[src/rtl/int_to_float_seq.sv]
// int_to_float_seq: sequential fixed-point magnitude + sign to IEEE-754 style
// float converter with valid/ready handshake on both sides.
// The leading one is found by an MSB-down scan that shifts the captured
// magnitude left one bit per cycle until its top bit is set. The word is then
// normalised, and the mantissa and guard/sticky bits are read from fixed
// positions.
// Optional build macro: ROUND_NEAREST_EN selects round-to-nearest-even.
// Without it, the mantissa is truncated.
module int_to_float_seq #(
    parameter int IN_WIDTH  = 128,
    parameter int FRAC_BITS = 12,
    parameter int EXP_W     = 8,
    parameter int MAN_W     = 23,
    parameter int EXP_BIAS  = 127
) (
    input  logic                          clk,
    input  logic                          rst_n,
    input  logic                          in_valid,
    output logic                          in_ready,
    input  logic [IN_WIDTH-1:0]           in_data,
    input  logic                          in_sign,
    output logic                          out_valid,
    input  logic                          out_ready,
    output logic [EXP_W+MAN_W:0]          out_float,
    output logic [$clog2(IN_WIDTH)-1:0]   out_lead,
    output logic                          out_zero,
    output logic                          out_oflow,
    output logic                          out_uflow
);
    localparam int LW = $clog2(IN_WIDTH);
    localparam int FW = 1 + EXP_W + MAN_W;
    localparam int EW = LW + EXP_W + 2;
    // Normalised word padded with MAN_W+1 zeros, so that the mantissa and
    // guard fields always exist even when p < MAN_W.
    localparam int NW = IN_WIDTH + MAN_W + 1;

    localparam logic signed [EW-1:0] E_OFF = EW'(EXP_BIAS - FRAC_BITS);
    localparam logic signed [EW-1:0] E_MAX = EW'((1 << EXP_W) - 1);

    localparam logic [1:0] S_IDLE = 2'd0;
    localparam logic [1:0] S_SCAN = 2'd1;
    localparam logic [1:0] S_PACK = 2'd2;
    localparam logic [1:0] S_DONE = 2'd3;

    logic [1:0]          state_reg;
    logic [IN_WIDTH-1:0] data_reg;
    logic [LW-1:0]       idx_reg;
    logic                sign_reg;
    logic                out_valid_reg;
    logic [FW-1:0]       out_float_reg;
    logic [LW-1:0]       out_lead_reg;
    logic                out_zero_reg;
    logic                out_oflow_reg;
    logic                out_uflow_reg;

    logic [NW-1:0]          norm;
    logic [MAN_W-1:0]       man_raw;
    logic [MAN_W-1:0]       man_fin;
    logic signed [EW-1:0]   e_base;
    logic signed [EW-1:0]   e_fin;
    logic [FW-1:0]          pack_float;
    logic                   pack_oflow;
    logic                   pack_uflow;
    logic                   unused_norm;

    // After the scan, data_reg holds the magnitude with its leading one at the MSB.
    assign norm    = {data_reg, {(MAN_W + 1){1'b0}}};
    assign man_raw = norm[NW-2 -: MAN_W];
    assign e_base  = EW'(idx_reg) + E_OFF;

`ifdef ROUND_NEAREST_EN
    logic             guard_bit;
    logic             sticky_bit;
    logic             round_up;
    logic [MAN_W:0]   man_sum;

    assign guard_bit   = norm[NW-2-MAN_W];
    assign sticky_bit  = |norm[NW-3-MAN_W:0];
    assign round_up    = guard_bit & (sticky_bit | man_raw[0]);
    assign man_sum     = {1'b0, man_raw} + (MAN_W + 1)'(round_up);
    // A carry out of the mantissa leaves the low bits at zero and bumps the exponent.
    assign man_fin     = man_sum[MAN_W-1:0];
    assign e_fin       = e_base + EW'(man_sum[MAN_W]);
    assign unused_norm = norm[NW-1];
`else
    assign man_fin     = man_raw;
    assign e_fin       = e_base;
    assign unused_norm = ^{norm[NW-1], norm[NW-2-MAN_W:0]};
`endif

    // Exponent range check: flush to signed zero, or saturate to signed infinity.
    always_comb begin
        pack_float = {sign_reg, e_fin[EXP_W-1:0], man_fin};
        pack_oflow = 1'b0;
        pack_uflow = 1'b0;
        if (e_fin <= 0) begin
            pack_float = {sign_reg, {(EXP_W + MAN_W){1'b0}}};
            pack_uflow = 1'b1;
        end else if (e_fin >= E_MAX) begin
            pack_float = {sign_reg, {EXP_W{1'b1}}, {MAN_W{1'b0}}};
            pack_oflow = 1'b1;
        end
    end

    // Control FSM: capture, scan for the leading one, pack, then hold until the consumer accepts.
    always_ff @(posedge clk) begin
        if (!rst_n) begin
            state_reg     <= S_IDLE;
            data_reg      <= '0;
            idx_reg       <= '0;
            sign_reg      <= 1'b0;
            out_valid_reg <= 1'b0;
            out_float_reg <= '0;
            out_lead_reg  <= '0;
            out_zero_reg  <= 1'b0;
            out_oflow_reg <= 1'b0;
            out_uflow_reg <= 1'b0;
        end else begin
            case (state_reg)
                S_IDLE: begin
                    if (in_valid) begin
                        data_reg <= in_data;
                        sign_reg <= in_sign;
                        idx_reg  <= LW'(IN_WIDTH - 1);
                        if (in_data == '0) begin
                            out_float_reg <= {in_sign, {(EXP_W + MAN_W){1'b0}}};
                            out_lead_reg  <= '0;
                            out_zero_reg  <= 1'b1;
                            out_oflow_reg <= 1'b0;
                            out_uflow_reg <= 1'b0;
                            state_reg     <= S_DONE;
                        end else begin
                            state_reg <= S_SCAN;
                        end
                    end
                end
                S_SCAN: begin
                    if (data_reg[IN_WIDTH-1]) begin
                        state_reg <= S_PACK;
                    end else begin
                        data_reg <= {data_reg[IN_WIDTH-2:0], 1'b0};
                        idx_reg  <= idx_reg - 1'b1;
                    end
                end
                S_PACK: begin
                    out_float_reg <= pack_float;
                    out_lead_reg  <= idx_reg;
                    out_zero_reg  <= 1'b0;
                    out_oflow_reg <= pack_oflow;
                    out_uflow_reg <= pack_uflow;
                    state_reg     <= S_DONE;
                end
                default: begin
                    // DONE: the result is presented one cycle after it is entered, then held.
                    if (!out_valid_reg) begin
                        out_valid_reg <= 1'b1;
                    end else if (out_ready) begin
                        out_valid_reg <= 1'b0;
                        state_reg     <= S_IDLE;
                    end
                end
            endcase
        end
    end

    assign in_ready  = (state_reg == S_IDLE);
    assign out_valid = out_valid_reg;
    assign out_float = out_float_reg;
    assign out_lead  = out_lead_reg;
    assign out_zero  = out_zero_reg;
    assign out_oflow = out_oflow_reg;
    assign out_uflow = out_uflow_reg;
endmodule
[config.mk]
export PLATFORM = sky130hd
export DESIGN_NAME = int_to_float_seq
export DESIGN_NICKNAME = d
export VERILOG_FILES = /design/src/rtl/int_to_float_seq.sv
export SDC_FILE = /design/constraint.sdc
export NUM_CORES = 1
export LEC_CHECK = 0
export BUFFER_PORTS_ARGS = -buffer_cell sky130_fd_sc_hd__buf_2
export CAP_MARGIN = 10
export CELL_PAD_IN_SITES_DETAIL_PLACEMENT = 1
export CELL_PAD_IN_SITES_GLOBAL_PLACEMENT = 2
export CORE_MARGIN = 2
export CORE_UTILIZATION = 35
export DETAILED_ROUTE_END_ITERATION = 12
export GPL_TIMING_DRIVEN = 0
export PLACE_DENSITY = 0.94
export SETUP_SLACK_MARGIN = 0.1
export SLEW_MARGIN = 40
export SYNTH_ARGS = -nofsm -noshare
export SYNTH_HDL_FRONTEND = slang
export SYNTH_SLANG_ARGS = --single-unit
[constraint.sdc]
create_clock -name clk -period 4.3 [get_ports clk]
set_input_delay 0.645 -clock clk [delete_from_list [all_inputs] [get_ports clk]]
set_output_delay 0.645 -clock clk [all_outputs]
set_load 0.1 [all_outputs]
==> results of run 1 <==
area by class of cell:
cell class / count / area, µm²
Clock buffer: 17 / 425.4
Clock inverter: 15 / 178.9
Inverter: 8 / 30.03
Tap cell: 330 / 412.9
Sequential cell: 181 / 3623
Timing Repair Buffer: 176 / 880.8
Buffer: 118 / 481.7
Multi-Input combinational cell: 753 / 4891
Fill cell: 3078 / 14330
metrics by stage:
stage / setup slack (ns) / cells / utilization / hold slack (ns)
after floorplan: 1.396 / 1060 / - / 0.4494
after global placement: 0.7740 / 1566 / 0.4079 / 0.4383
after detailed placement: 0.9991 / 1566 / 0.4086 / 0.4494
after CTS: 1.127 / 1598 / 0.4326 / 0.3989
after global routing: 0.8732 / 1598 / 0.4326 / 0.4107
final: 1.117 / 1598 / 0.4326 / 0.4087
where the power goes:
group	switching, W	internal [W]
clock network	0.000820	0.000790
registers	0.000317	0.00214
logic	0.00241	0.00112
worst reg2reg max path: stages (launching register included):
cell,delay (ns)
dfxtp_1,0.41
inv_1,0.10
ha_1,0.19
clkbuf_1,0.28
nand2b_1,0.16
clkbuf_1,0.25
a21o_1,0.16
clkbuf_1,0.21
clkbuf_1,0.57
clkbuf_1,0.48
a311oi_1,0.11
nor3_1,0.19
final timing paths:
kind / to / depth (start not counted)
max: data_reg[98]$_SDFFE_PN0P_ / 11
min: out_valid$_SDFFE_PN0N_ / 2
max reg2reg: data_reg[98]$_SDFFE_PN0P_ / 11
min reg2reg: out_oflow$_SDFFE_PN0P_ / 2
layer usage:
metal,wire length [µm],global-route usage,share of wire
met3,1538,0.04194,0.048
met5,13,0,0.00040
met1,14730,0.3218,0.46
met4,777,0.07945,0.024
met2,15280,0.3933,0.47
Yosys cell counts (2+ instances only):
library cell,count,share of area
a221oi_1,6,0.0058
clkbuf_1,96,0.040
nor4_1,34,0.024
nand4_1,10,0.0069
a2111oi_2,2,0.0033
buf_2,13,0.0072
inv_1,6,0.0025
mux2i_1,4,0.0044
xnor2_1,5,0.0049
nand2_1,92,0.038
a22oi_1,2,0.0017
o211a_1,2,0.0022
a222oi_1,39,0.043
nor2_1,147,0.061
a311oi_2,29,0.048
nor2b_1,73,0.051
nand3_1,6,0.0033
a21oi_1,12,0.0067
o22ai_1,2,0.0014
o21ai_0,8,0.0044
nand3b_1,18,0.015
a32o_1,29,0.032
buf_1,6,0.0025
buf_6,3,0.0037
o21ai_1,2,0.0011
nor4_2,3,0.0042
dfxtp_1,181,0.40
or4_1,2,0.0017
a211oi_1,5,0.0042
nor3_1,104,0.058
xor2_1,4,0.0039
a311oi_1,90,0.088
ha_1,6,0.0083
nand2b_1,4,0.0028
layout by cell type, fill, tap and decap left out, types with 5 or more instances in the layout:
master,Yosys,final
nor2_1,147,147
buf_1,6,6
clkbuf_16,0,17
a221oi_1,6,6
a311oi_1,90,90
a211oi_1,5,5
dfxtp_1,181,181
nand4_1,10,10
o21ai_0,8,8
nor4_1,34,34
nand3_1,6,6
nor3_1,104,104
nand3b_1,18,18
a32o_1,29,29
a21oi_1,12,12
a222oi_1,39,39
ha_1,6,6
nand2_1,92,92
inv_1,6,6
a311oi_2,29,29
buf_2,13,189
xnor2_1,5,5
clkinv_8,0,5
clkbuf_1,96,96
nor2b_1,73,73
cell families (layout without fill, tap and decap cells):
logic type / after synthesis / count (layout)
DFF: 181 / 181
adders and majority gates: 6 / 6
and+or+nand+nor: 499 / 499
AOI/OAI and AO/OA: 235 / 235
buffers and inverters: 126 / 334
xor gates and xnor gates: 9 / 9
muxes: 4 / 4
==> flow_metrics.tcl, run 1 <==
set metrics [dict create \
    status "finished, final reports clean" \
    ctsHtreeMaxLevel 4 \
    cp-start-kind "register" \
    fmax_mhz 314.2 \
    p_leak_nw 3.965 \
    ctsResizeCount 0 \
    cp.required_ns 4.66 \
    cts_tree "yes" \
    cp_slowest_cell "clkbuf_1" \
    finalMaxSlewViolations 0 \
    grt_max_degree 21 \
    stdcell_area_mm2 0.01092 \
    path_cells "inv_1, ha_1, clkbuf_1, nand2b_1, clkbuf_1, a21o_1, clkbuf_1, clkbuf_1, clkbuf_1, a311oi_1, nor3_1" \
    synth_edf_count 0 \
    fin_crit_sh 0.7402 \
    hp-class "input port to register" \
    grt_pass1_vias 9647 \
    postCtsSetupRepairBufs 0 \
    dieArea_mm2 0.02704 \
    powerDensity_mw_per_mm2 695.5 \
    synth_compound_area_frac 0.2486 \
    setup_violations 0 \
    synth_top_family_by_area "simple AND/OR/NAND/NOR gates" \
    vias_per_cell 5.892 \
    cts_hold_buf 0 \
    dpl.hpwl_um 23800 \
    crit_family "buffers and inverters" \
    clk_path_buf_depth 2 \
    path_class "register to register" \
    startpoint "state_reg[1]$_SDFFE_PN0P_" \
    antenna_found_initial 1 \
    antenna_cells 0 \
    worst_skew_pair.late_latency_ns 0.44 \
    track_usage 0.2405 \
    cts_sinks 181 \
    cp.arrival_ns 3.54 \
    async_flop_share 0 \
    worstReg2RegStart "state_reg[1]$_SDFFE_PN0P_" \
    antenna_left 0 \
    hold_violations 0 \
    drt-initial-drc-count 771 \
    synth-adder-area-share 0.008333 \
    drc 0 \
    crit_top_cell "clkbuf_1" \
    area_growth_pct 21.26 \
    synth.area.mux_share 0.004444 \
    synth_seq_area_share 0.4022 \
    period_minus_slack_ns 3.183 \
    finalClockSkew_ns 0.01524 \
    grt_overflow 0 \
    placed_cell_area_mm2 0.01032 \
    ys_seq_elements 181 \
    reg2reg_slack_ns 1.12 \
    vias 9416 \
    numPortBuffers 176 \
    grt_pass1_wl_um 51610 \
    numCtsBuffers 17 \
    synth-warning-count 0 \
    firstDrtPassIters 9 \
    ios 177 \
    crit_path_max_incr_delay_ns 0.57 \
    drt_wl_total_um 32340 \
    largest_reg_flops 128 \
    critical_path.max_fanout 10 \
    start_util 0.3567 \
    clk_pin_slew_ns 0.08 \
    drive_above_1_share 0.2058 \
    place_congestion 0.8607 \
    die_w_um 164.4 \
    syn_nets 1199 \
    num_rows 58 \
    clockRootBuffer "clkbuf_16" \
    hp-start "out_ready" \
    detail_route.wl_per_cell_um 20.24 \
    max_cap_viol_count 0 \
    setup_tns_ns 0 \
    syn_area_mm2 0.009009 \
    worst-path-buf-inv 6 \
    synthFlopType "dfxtp_1" \
    synthSimpleGateAreaFrac 0.2708 \
    syn_avg_cell_area_um2 8.499 \
    die_h_um 164.4 \
    relSlewSlack 0.4713 \
    netlist_instances 1060 \
    synth-xor-area-share 0.008750 \
    synth_cell_type_count 49 \
    coreArea_mm2 0.02525 \
    fin_nets 1394 \
    ir_drop_v 0.0002855 \
    end_kind "register" \
    rsz0062_at_grt "no" \
    tightest_slew_ns 0.7931 \
    total_power_w 0.007598 \
]
(Power assumes the default switching activity.)
==> run 2, diff against run 1 <==
Settings changed: CORE_UTILIZATION 35 to 30, PLACE_DENSITY 0.94 to 0.86.
Clock period 4.3 ns to 2.7 ns, I/O delays scaled along.
==> run 2 against run 1 <==
Global-route usage is 2.9 points lower. Clock power is 66% higher. Register-to-register slack worse by 0.85 ns. Setup slack worse by 0.96 ns. Clock skew hardly changed. Via count is 0.91% lower. Power is 63% higher. Critical endpoint is now out_lead[2]$_SDFFE_PN0P_. Highest routed layer unchanged.
==> flow_metrics.tcl, run 2 (synthesized netlist as in run 1, its figures left out) <==
set metrics [dict create \
    cp.arrival_ns 2.83 \
    track_usage 0.2117 \
    cts_tree "yes" \
    ios 177 \
    layout_common_cells "buf_2, dfxtp_1, nor2_1, nor3_1, nand2_1" \
    grt_pass1_vias 9521 \
    rsz0062_at_grt "yes" \
    postCtsSetupRepairBufs 0 \
    fin_crit_sh 0.9407 \
    num_rows 63 \
    antenna_found_initial 1 \
    final_common_cell "buf_2" \
    cts_hold_buf 0 \
    area_growth_pct 23.75 \
    clkPwrFrac 0.216 \
    switching_power_w 0.005691 \
    grt_max_degree 21 \
    relSlewSlack 0.4628 \
    fin_nets 1394 \
    setup_violations 0 \
    cp.required_ns 2.99 \
    detail_route.wl_per_cell_um 20.09 \
    grt_overflow 0 \
    clk_pin_slew_ns 0.08 \
    antenna_left 0 \
    place_congestion 0.8120 \
    fmax_mhz 393.7 \
    coreArea_mm2 0.02964 \
    hold_violations 0 \
    power_frac_comb 0.469 \
    p_sw_frac 0.4591 \
    dpl.cell_count 1626 \
    numPortBuffers 176 \
    finalMaxSlewViolations 0 \
    max_cap_viol_count 0 \
    whs_ns 0.1625 \
    powerDensity_mw_per_mm2 1112 \
    cp-start-kind "input port" \
    drive_above_1_share 0.2334 \
    grt_pass1_wl_um 52500 \
    ir_drop_v 0.0004337 \
    period_minus_slack_ns 2.540 \
    drc 0 \
    vias 9330 \
    seq_power_share 0.315 \
    clockRootBuffer "clkbuf_16" \
    cts_sinks 181 \
    largest_reg_flops 128 \
    end_kind "register" \
    firstDrtPassIters 9 \
    worst_skew_pair.late_latency_ns 0.45 \
    total_power_w 0.01240 \
    ctsHtreeMaxLevel 4 \
    p_leak_nw 4.069 \
    antenna_cells 0 \
    drt_wl_total_um 33310 \
    tightest_slew_ns 0.7997 \
    final_cells 1658 \
    critical_path.max_fanout 10 \
    dpl.hpwl_um 24810 \
    internal_power_w 0.006705 \
    status "finished, final reports clean" \
    dieArea_mm2 0.03143 \
    path_class "input port to register" \
    die_w_um 177.3 \
    numCtsBuffers 17 \
    start_util 0.3040 \
    reg2reg_slack_ns 0.27 \
    finalClockSkew_ns 0.01484 \
    clk_path_buf_depth 2 \
    die_h_um 177.3 \
    hp-class "input port to register" \
    vias_per_cell 5.627 \
    drt-initial-drc-count 739 \
]
[run 2: changes by cell type in the layout (fill, tap and decap cells not counted), moves of 3 or more]
| cell | before | now |
|---|---|---|
| clkbuf_4 | 0 | 3 |
| clkbuf_2 | 0 | 18 |
| buf_2 | 189 | 192 |
| buf_1 | 6 | 1 |
| clkbuf_1 | 96 | 75 |
[run 2: worst paths after layout]
path,start,end,depth (start not counted)
worst min register to register,out_oflow$_SDFFE_PN0P_,out_oflow$_SDFFE_PN0P_,2
worst min-delay path,out_ready,out_valid$_SDFFE_PN0N_,2
worst max-delay path,in_data[31],out_lead[2]$_SDFFE_PN0P_,8
worst max register to register,state_reg[0]$_SDFFE_PN0P_,out_lead[1]$_SDFFE_PN0P_,10
[run 2: area by class of cell]
class                           instances  area (µm²)
Clock inverter                         15       202.7
Timing Repair Buffer                  176       880.8
Tap cell                              390       488.0
Inverter                                8       30.03
Clock buffer                           17       425.4
Sequential cell                       181        3625
Fill cell                            3640       18490
Multi-Input combinational cell        753        4964
Buffer                                118       533.0
[run 2: worst max-delay path, stage by stage]
cell      delay [ns]
buf_2           0.11
nor4_1          0.57
nand4_1         0.26
or4_1           0.63
buf_2           0.23
buf_2           0.21
nor3_1          0.32
a311oi_2        0.08
[run 2: what timing repair did]
item	in CTS	in global routing
setup endpoints to repair	170	164
resized for setup	24	29
gates cloned	0	0
[run 2: power groups by stage]
stage               Combinational, W  Sequential, W  Clock, W
floorplan                    0.00387        0.00404         0
global placement             0.00545        0.00393         0
detailed placement           0.00559        0.00395         0
CTS                          0.00573        0.00390   0.00270
global route                 0.00644        0.00399   0.00282
finish                       0.00581        0.00391   0.00267
[run 2: routing by layer]
layer,GRT usage,vias up,share of wire
met3,0.03556,35,0.049
met1,0.2837,4616,0.46
met5,0,-,0.00033
met2,0.3513,257,0.47
met4,0.05738,2,0.020
li1,-,4420,-
[run 2: metrics by stage]
step,setup TNS [ns],worst slack (ns),area (µm²),util
4_1_cts,0,0.08332,11090,0.3741
3_3_place_gp,-55.73,-0.7208,10390,0.3506
3_5_place_dp,-46.55,-0.4707,10410,0.3511
5_1_grt,0,0.07773,11150,0.3761
6_report,0,0.1602,11150,0.3761
2_1_floorplan,0,0.2654,9021,-
==> run 3, diff against run 2 <==
Settings changed: CORE_ASPECT_RATIO from default to 2.
==> run 3 against run 2 <==
Hold slack gained 0.016 ns. Cell area shrank 0.75%. Power shrank 0.82%. Die area grew 0.27%. Clock power shrank 6%. Global-route usage grew 1.2 points. Flip-flop and latch count is the same. Critical path depth grew 3. First-iteration DRC count shrank 34%. Non-clock buffer count grew 1. Clock-buffer cell count grew 10. Combinational power is essentially flat. Largest power group unchanged.
==> flow_metrics.tcl, run 3 (synthesized netlist as in run 1, its figures left out) <==
set metrics [dict create \
    nFillCells 3549 \
    cp.required_ns 3.02 \
    worst_skew_pair.late_latency_ns 0.46 \
    place_congestion 0.8399 \
    detail_route.wl_per_cell_um 21.61 \
    numPortBuffers 176 \
    drive_above_1_share 0.2313 \
    clk_pin_slew_ns 0.07 \
    finalMaxSlewViolations 0 \
    die_h_um 249.1 \
    hp-start "out_ready" \
    internal_power_w 0.006772 \
    period_minus_slack_ns 2.462 \
    antenna_found_initial 0 \
    startpoint "state_reg[1]$_SDFFE_PN0P_" \
    grt_pass1_vias 10197 \
    tightest_slew_ns 0.8286 \
    worstReg2RegStart "state_reg[1]$_SDFFE_PN0P_" \
    vias 9387 \
    firstDrtPassIters 5 \
    final_common_cell "buf_2" \
    total_power_w 0.01229 \
    fmax_mhz 406.2 \
    status "finished, final reports clean" \
    cts_sinks 181 \
    ios 177 \
    cp_slowest_cell "dfxtp_1" \
    layout_common_cells "buf_2, dfxtp_1, nor2_1, nor3_1, nand2_1" \
    p_sw_frac 0.4492 \
    dpl.hpwl_um 27320 \
    die_w_um 126.5 \
    stdcell_area_mm2 0.01106 \
    drt_wl_total_um 35270 \
    ir_drop_v 0.0004325 \
    num_rows 89 \
    crit_path_max_incr_delay_ns 0.37 \
    numCtsBuffers 17 \
    antenna_left 0 \
    grt_pass1_wl_um 55620 \
    p_leak_nw 4.062 \
    relSlewSlack 0.4476 \
    power_frac_comb 0.475 \
    largest_reg_flops 128 \
    hold_violations 0 \
    postCtsSetupRepairBufs 0 \
    fin_nets 1395 \
    max_cap_viol_count 0 \
    start_util 0.3053 \
    fin_crit_sh 0.9117 \
    end_kind "register" \
    vias_per_cell 5.752 \
    seq_power_share 0.321 \
    coreArea_mm2 0.02951 \
    critical_path.max_fanout 10 \
    path_class "register to register" \
    track_usage 0.2234 \
    finalClockSkew_ns 0.01176 \
    hp-class "input port to register" \
    cts_tree "yes" \
    area_growth_pct 22.82 \
    ctsHtreeMaxLevel 4 \
    drt-initial-drc-count 486 \
    rsz0062_at_grt "no" \
    setup_violations 0 \
    placed_cell_area_mm2 0.01038 \
    switching_power_w 0.005523 \
    clkPwrFrac 0.204 \
    grt_overflow 0 \
    clk_path_buf_depth 2 \
    grt_max_degree 17 \
    dieArea_mm2 0.03152 \
    cp.arrival_ns 2.78 \
    powerDensity_mw_per_mm2 1111 \
    clockRootBuffer "clkbuf_16" \
    drc 0 \
    cp-start-kind "register" \
    path_cells "inv_1, ha_1, buf_2, nand2b_1, clkbuf_2, a21o_1, clkbuf_2, buf_6, buf_2, a311oi_1, nor3_1" \
]
-- run 3: worst paths after layout --
kind	cells past startpoint	slack, ns	to
setup / recovery	11	0.24	data_reg[79]$_SDFFE_PN0P_
hold / removal	2	0.18	out_valid$_SDFFE_PN0N_
hold reg to reg	2	0.46	out_oflow$_SDFFE_PN0P_
setup reg to reg	11	0.24	data_reg[79]$_SDFFE_PN0P_
-- run 3: power groups by stage --
stage          clock [W]  combinational (W)  sequential [W]
4_1_cts          0.00255            0.00579         0.00394
3_5_place_dp           0            0.00568         0.00399
2_1_floorplan          0            0.00387         0.00404
5_1_grt          0.00266            0.00648         0.00403
3_3_place_gp           0            0.00554         0.00396
6_report         0.00251            0.00584         0.00395
-- run 3: layout make-up --
cell class	count	area [µm²]	share of cell area
Multi-Input combinational cell	753	4959	0.4481
Sequential cell	181	3623	0.3275
Timing Repair Buffer	177	888.4	0.08029
Clock buffer	27	533.0	0.04817
Buffer	118	533.0	0.04817
Tap cell	364	455.4	0.04116
Clock inverter	3	40.04	0.003619
Inverter	8	30.03	0.002714
Antenna cell	1	2.502	0.0002262
-- run 3: stage by stage --
stage | utilization | std cells | hold WS [ns] | setup WS, ns | setup TNS [ns]
after floorplan | - | 1060 | 0.4494 | 0.2654 | 0
after global placement | 0.3510 | 1600 | 0.4433 | -0.7965 | -58.47
after detailed placement | 0.3518 | 1601 | 0.4461 | -0.6539 | -56.21
after CTS | 0.3728 | 1631 | 0.1704 | 0.1264 | 0
after global routing | 0.3749 | 1631 | 0.1700 | 0.1077 | 0
final | 0.3749 | 1632 | 0.1790 | 0.2384 | 0
-- run 3: metal layers --
layer | global-route usage | up-vias | share of wire
li1 | - | 4427 | -
met5 | 0 | - | 0
met1 | 0.2158 | 4636 | 0.35
met3 | 0.04661 | 87 | 0.039
met2 | 0.4202 | 237 | 0.55
met4 | 0.1394 | 0 | 0.062
-- run 3: worst max-delay path: cells and delay by family, from the launching register on --
family	cells	cell delay, ns
flops	1	0.37
compound gates	2	0.56
fa+ha+maj	1	0.16
buf+inv	6	1.07
simple gates	2	0.16
-- run 3: timing repair --
action,CTS,global route
pin swaps,0,1
gates resized for setup,24,31
endpoints found under the setup margin,177,129
hold buffers,0,0
